[src/rtl/line_port_arbiter_if.sv]
// line_port_arbiter_if: cache-side and adaptor-side signals of the line port arbiter.
interface line_port_arbiter_if #(
  parameter int ADDR_W = 32,
  parameter int LINE_W = 256
);
  logic              i_read;
  logic [ADDR_W-1:0] i_addr;
  logic [LINE_W-1:0] i_rdata;
  logic              i_resp;
  logic              d_read;
  logic              d_write;
  logic [ADDR_W-1:0] d_addr;
  logic [LINE_W-1:0] d_wdata;
  logic [LINE_W-1:0] d_rdata;
  logic              d_resp;
  logic              m_read;
  logic              m_write;
  logic [ADDR_W-1:0] m_addr;
  logic [LINE_W-1:0] m_wdata;
  logic [LINE_W-1:0] m_rdata;
  logic              m_resp;
  modport master (
    output i_read, i_addr, d_read, d_write, d_addr, d_wdata, m_rdata, m_resp,
    input  i_rdata, i_resp, d_rdata, d_resp, m_read, m_write, m_addr, m_wdata
  );
  modport slave (
    input  i_read, i_addr, d_read, d_write, d_addr, d_wdata, m_rdata, m_resp,
    output i_rdata, i_resp, d_rdata, d_resp, m_read, m_write, m_addr, m_wdata
  );
endinterface

[src/rtl/line_port_arbiter.sv]
// line_port_arbiter: shares one registered adaptor line port between I-cache and D-cache.
module line_port_arbiter #(
  parameter int ADDR_W = 32,
  parameter int LINE_W = 256,
  parameter bit RR_EN  = 1'b1
) (
  input logic           clk,
  input logic           reset_n,
  line_port_arbiter_if.slave bus
);
  typedef enum logic [1:0] {IDLE, SERVE_I, SERVE_D, DONE} state_t;
  state_t            r_state;
  logic              r_m_read, r_m_write, r_i_resp, r_d_resp;
  logic              r_rr_last_d, r_win_d;
  logic [ADDR_W-1:0] r_m_addr;
  logic [LINE_W-1:0] r_m_wdata, r_line;
  logic              w_i_req, w_d_req, w_grant_d;
  assign w_i_req   = bus.i_read;
  assign w_d_req   = bus.d_read | bus.d_write;
  // D wins alone, on fixed priority, or when I held the port last.
  assign w_grant_d = w_d_req & (~w_i_req | ~RR_EN | ~r_rr_last_d);
  always_ff @(posedge clk) begin
    if (!reset_n) begin
      r_state     <= IDLE;
      r_m_read    <= 1'b0;
      r_m_write   <= 1'b0;
      r_i_resp    <= 1'b0;
      r_d_resp    <= 1'b0;
      r_rr_last_d <= 1'b0;
      r_win_d     <= 1'b0;
      r_m_addr    <= '0;
      r_m_wdata   <= '0;
      r_line      <= '0;
    end else begin
      case (r_state)
        IDLE: if (w_i_req | w_d_req) begin
          r_state   <= w_grant_d ? SERVE_D : SERVE_I;
          r_win_d   <= w_grant_d;
          r_m_addr  <= w_grant_d ? bus.d_addr : bus.i_addr;
          r_m_wdata <= w_grant_d ? bus.d_wdata : r_m_wdata;
          r_m_read  <= ~(w_grant_d & bus.d_write);
          r_m_write <= w_grant_d & bus.d_write;
        end
        SERVE_I, SERVE_D: if (bus.m_resp) begin
          r_line      <= r_m_read ? bus.m_rdata : r_line;
          r_m_read    <= 1'b0;
          r_m_write   <= 1'b0;
          r_rr_last_d <= r_win_d;
          r_i_resp    <= ~r_win_d;
          r_d_resp    <= r_win_d;
          r_state     <= DONE;
        end
        DONE: begin
          r_i_resp <= 1'b0;
          r_d_resp <= 1'b0;
          r_state  <= IDLE;
        end
        default: r_state <= IDLE;
      endcase
    end
  end
  always @(posedge clk)
    if (reset_n && r_state == IDLE)
      assert (!(bus.d_read && bus.d_write))
        else $warning("d_read and d_write both high; treated as write");
  assign bus.m_read  = r_m_read;
  assign bus.m_write = r_m_write;
  assign bus.m_addr  = r_m_addr;
  assign bus.m_wdata = r_m_wdata;
  assign bus.i_resp  = r_i_resp;
  assign bus.d_resp  = r_d_resp;
  assign bus.i_rdata = r_line;
  assign bus.d_rdata = r_line;
endmodule
[src/flat_wrapper.sv]
// flat-port wrapper written by rule: the top's interface ports become plain ports
module line_port_arbiter_flat 
#(
  parameter int ADDR_W = 32,
  parameter int LINE_W = 256,
  parameter bit RR_EN  = 1'b1
)
  (clk, reset_n, bus_i_read, bus_i_addr, bus_d_read, bus_d_write, bus_d_addr, bus_d_wdata, bus_m_rdata, bus_m_resp, bus_i_rdata, bus_i_resp, bus_d_rdata, bus_d_resp, bus_m_read, bus_m_write, bus_m_addr, bus_m_wdata);
  line_port_arbiter_if #(.ADDR_W(ADDR_W), .LINE_W(LINE_W)) bus_i ();
  input logic clk;
  input logic reset_n;
  input wire logic [$bits(bus_i.i_read)-1:0] bus_i_read;
  input wire logic [$bits(bus_i.i_addr)-1:0] bus_i_addr;
  input wire logic [$bits(bus_i.d_read)-1:0] bus_d_read;
  input wire logic [$bits(bus_i.d_write)-1:0] bus_d_write;
  input wire logic [$bits(bus_i.d_addr)-1:0] bus_d_addr;
  input wire logic [$bits(bus_i.d_wdata)-1:0] bus_d_wdata;
  input wire logic [$bits(bus_i.m_rdata)-1:0] bus_m_rdata;
  input wire logic [$bits(bus_i.m_resp)-1:0] bus_m_resp;
  output wire logic [$bits(bus_i.i_rdata)-1:0] bus_i_rdata;
  output wire logic [$bits(bus_i.i_resp)-1:0] bus_i_resp;
  output wire logic [$bits(bus_i.d_rdata)-1:0] bus_d_rdata;
  output wire logic [$bits(bus_i.d_resp)-1:0] bus_d_resp;
  output wire logic [$bits(bus_i.m_read)-1:0] bus_m_read;
  output wire logic [$bits(bus_i.m_write)-1:0] bus_m_write;
  output wire logic [$bits(bus_i.m_addr)-1:0] bus_m_addr;
  output wire logic [$bits(bus_i.m_wdata)-1:0] bus_m_wdata;
  assign bus_i.i_read = bus_i_read;
  assign bus_i.i_addr = bus_i_addr;
  assign bus_i.d_read = bus_d_read;
  assign bus_i.d_write = bus_d_write;
  assign bus_i.d_addr = bus_d_addr;
  assign bus_i.d_wdata = bus_d_wdata;
  assign bus_i.m_rdata = bus_m_rdata;
  assign bus_i.m_resp = bus_m_resp;
  assign bus_i_rdata = bus_i.i_rdata;
  assign bus_i_resp = bus_i.i_resp;
  assign bus_d_rdata = bus_i.d_rdata;
  assign bus_d_resp = bus_i.d_resp;
  assign bus_m_read = bus_i.m_read;
  assign bus_m_write = bus_i.m_write;
  assign bus_m_addr = bus_i.m_addr;
  assign bus_m_wdata = bus_i.m_wdata;
  line_port_arbiter #(.ADDR_W(ADDR_W), .LINE_W(LINE_W), .RR_EN(RR_EN)) u_core (.clk(clk), .reset_n(reset_n), .bus(bus_i));
endmodule
[config.mk]
export PLATFORM = sky130hd
export DESIGN_NAME = line_port_arbiter_flat
export DESIGN_NICKNAME = d
export VERILOG_FILES = /design/src/rtl/line_port_arbiter_if.sv /design/src/rtl/line_port_arbiter.sv /design/src/flat_wrapper.sv
export SDC_FILE = /design/constraint.sdc
export NUM_CORES = 1
export LEC_CHECK = 0
export ABC_CLOCK_PERIOD_IN_PS = 2240
export BUFFER_PORTS_ARGS = -buffer_cell sky130_fd_sc_hd__buf_4
export CORE_AREA = 4 4 538 540
export DETAILED_ROUTE_END_ITERATION = 7
export DIE_AREA = 0 0 542 544
export GPL_TIMING_DRIVEN = 0
export HOLD_SLACK_MARGIN = 0.05
export SYNTH_ARGS = -nofsm -noshare
export SYNTH_HDL_FRONTEND = slang
export SYNTH_SLANG_ARGS = --single-unit
[constraint.sdc]
create_clock -name clk -period 2.24 [get_ports clk]
set_input_delay 0.448 -clock clk [delete_from_list [all_inputs] [get_ports clk]]
set_output_delay 0.448 -clock clk [all_outputs]
set_load 0.01 [all_outputs]
==> flow_summary.json <==
{
  "drtPass1Iterations": 6,
  "timing.final.crit_share_pct": 94.8,
  "cts_made_buffers": 77,
  "ys_types": 29,
  "start_util_pct": 7.71,
  "ff2ff_path_depth": 5,
  "grt.overflow.total": 0,
  "seq_area_frac_synth_pct": 50.4,
  "cp_max_fo": 10,
  "antenna_found_initial": 103,
  "via_per_inst": 3.41,
  "finalNetCount": 5387,
  "grt_pass1_wl_mm": 283,
  "min_path_type": "primary input to flip-flop",
  "drive_gt1_share_pct": 39.0,
  "yosys_warnings": 0,
  "crit_start": "u_core.r_rr_last_d$_SDFFE_PN0P_",
  "grtUsageTotal_pct": 14.5,
  "cp.arrival_ns": 2.80,
  "worstSetupPathType": "flip-flop to flip-flop",
  "grt_max_degree": 14,
  "leakagePower_nw": 19.2,
  "max_slew_margin_pct": 14.9,
  "syn-cell-area_mm2": 0.0219,
  "hpwl_mm": 194,
  "wl_met1_mm": 80.4,
  "grt_pass1_vias": 28300,
  "rsz0062_at_grt": "yes",
  "drc": 0,
  "io_buffers": 1384,
  "critical_path.endpoint_type": "flip-flop",
  "final-seq-area_mm2": 0.0111,
  "final_core_util_pct": 16.0,
  "regToRegSetupSlack_ns": 0.12,
  "max-vdd-ir-drop_uv": 747,
  "worst_ep_required_time_ns": 2.92,
  "setup_violations": 0,
  "worstMarginPinSlew_ns": 1.28,
  "finalWorstSetupSlack_ns": 0.117,
  "rows": 196,
  "crit-reg2reg-capture": "u_core.bus.m_wdata[76]$_SDFFE_PN0P_",
  "n_fill_cell": 32100,
  "wl_per_cell_um": 26.3,
  "synth.area.top_cells": "dfxtp_1, a21oi_1, nand2_1",
  "period_needed_ns": 2.12,
  "final_common_cell": "buf_4",
  "drt_iter0_drc": 2197,
  "syn_avg_cell_area_um2": 7.94,
  "skew_ns": 0.0581,
  "status": "completed",
  "critPathSlowestCell": "clkbuf_1",
  "postCtsSetupBuffers": 0,
  "crit_path_end": "u_core.bus.m_wdata[76]$_SDFFE_PN0P_",
  "die-area_mm2": 0.295,
  "area_delta_synth_final_pct": 108,
  "ant_nets": 0,
  "multi_input_area_mm2": 0.00797,
  "dp_worst_setup_slack_ns": -1.15,
  "die_w_um": 542,
  "worstReg2RegStart": "u_core.r_rr_last_d$_SDFFE_PN0P_",
  "ios": 1386,
  "insertion_delay_ns": 0.77,
  "yosysTopAreaCell": "dfxtp_1",
  "clockRootBuffer": "clkbuf_16",
  "die_y_um": 544,
  "met3WireLength_mm": 31.5,
  "clock-sinks": 552,
  "critPathLaunchType": "flip-flop",
  "max_freq_mhz": 471,
  "synth_top_area_share_pct": 50.4,
  "tritoncts": "done",
  "h-tree-depth": 3,
  "slew_violations": 0,
  "ys_seq_elements": 552,
  "cp_cell_sequence": "a2bb2oi_4 > buf_4 > clkbuf_1 > nand3_1 > a21oi_1",
  "hold_violations": 0,
  "cpPeakStageDelay_ns": 0.46,
  "hold_ws_ns": 0.118,
  "vias": 29500,
  "wl_mm": 227,
  "clkTransAtPathRegs_ns": 0.06,
  "power_density_mw_per_mm2": 887,
  "fin_tns_setup_ns": 0,
  "core-area_mm2": 0.284,
  "gp_congestion": 0.974,
  "clock_path_buffers": 4,
  "routed.top_layer": "met5",
  "syn_inst": 2762,
  "cap_violations": 0,
  "synth_nets": 3347,
  "final_cell_mix": "buf_4, nand2_1, dlygate4sd3_1, dfxtp_1, a21oi_1",
  "wl_met2_mm": 103
}
[final cells by class]
class | count | share of cell area (%)
repair buffers | 1962 | 35.4
clock buffers | 101 | 4.78
diodes | 42 | 0.230
multi-input cells | 1704 | 17.5
clock inverters | 26 | 0.716
plain buffers | 501 | 6.78
inverters | 4 | 0.0384
flip-flops and latches | 552 | 24.2
well taps | 3762 | 10.3
[routing by layer]
metal	global-route usage [%]	vias up
met5	0	-
met4	6.65	58
met3	7.95	467
met2	23.7	1896
met1	15.3	13900
li1	-	13200
[timing repair]
action / 4_1_cts / 5_1_grt
hold buffers: 578 / 0
hold endpoints to repair: 546 / 0
gates resized for setup: 79 / 52
endpoints found under the setup margin: 534 / 325
[worst min-delay path by stage]
stage                              startpoint                                   end  depth (start not counted)
6_report                     bus_m_rdata[234]  u_core.bus.d_rdata[234]$_SDFFE_PN0P_                          3
5_1_grt                      bus_m_rdata[234]  u_core.bus.d_rdata[234]$_SDFFE_PN0P_                          3
4_1_cts                      bus_m_rdata[234]  u_core.bus.d_rdata[234]$_SDFFE_PN0P_                          3
3_5_place_dp   u_core.bus.i_resp$_SDFFE_PN0P_        u_core.bus.i_resp$_SDFFE_PN0P_                          2
3_3_place_gp   u_core.bus.i_resp$_SDFFE_PN0P_        u_core.bus.i_resp$_SDFFE_PN0P_                          2
2_1_floorplan     u_core.r_win_d$_SDFFE_PN0P_       u_core.r_rr_last_d$_SDFFE_PN0P_                          2
[metrics by stage]
step                power [mW]  cell area (um^2)  std cells
floorplan                 17.9             21900       2762
global placement          26.8             37000       7908
detailed placement        26.8             37000       7908
CTS                       41.0             45500       8612
global route              42.5             45600       8625
finish                    40.5             45600       8654
[flip-flops by register name, summed over array words and instances, names as in the netlist]
register and cells:
u_core.bus.d_rdata 256, u_core.bus.m_wdata 256, u_core.bus.m_addr 32, u_core.r_state 2, u_core.bus.d_resp 1, u_core.bus.i_resp 1, u_core.bus.m_read 1, u_core.bus.m_write 1
u_core.r_rr_last_d 1, u_core.r_win_d 1
[cell usage after synthesis]
cell type / n
inv_2: 2
ha_1: 3
nor2_1: 1
nand2b_1: 1
or3_1: 1
a221o_1: 1
a21oi_1: 519
buf_4: 260
mux2i_1: 2
nor4b_1: 1
o31a_1: 1
nand4b_1: 1
nor2b_1: 1
a21boi_0: 1
nand3b_1: 1
buf_2: 53
dfxtp_1: 552
a2bb2oi_2: 1
and3_1: 2
o2bb2ai_2: 1
a2111o_1: 1
nand3_1: 258
clkbuf_1: 176
buf_1: 13
nand2_1: 582
inv_1: 2
or3b_2: 1
o21ai_0: 292
a31oi_1: 32
[worst max-delay path, delay by kind of cell (launching register included)]
| kind | cells | cell delay, ns |
|---|---|---|
| flops | 1 | 0.38 |
| compound gates | 2 | 0.55 |
| buf+inv | 2 | 0.82 |
| simple gates | 1 | 0.27 |
[cell families after synthesis]
family	share of synthesized area, %
compound gates	19.7
fa+ha+maj	0.171
simple gates	16.2
buf+inv	13.4
mux	0.0913
flops	50.4
[report_power, final]
part           total (mW)  leakage, nW  switching (mW)  internal (mW)
combinational        15.2         13.4            9.52           5.66
sequential           12.6         4.51            1.22           11.4
clock                12.7         1.22            5.20           7.52
total                40.5         19.2            15.9           24.6
Power figures use the tool's default switching activity.
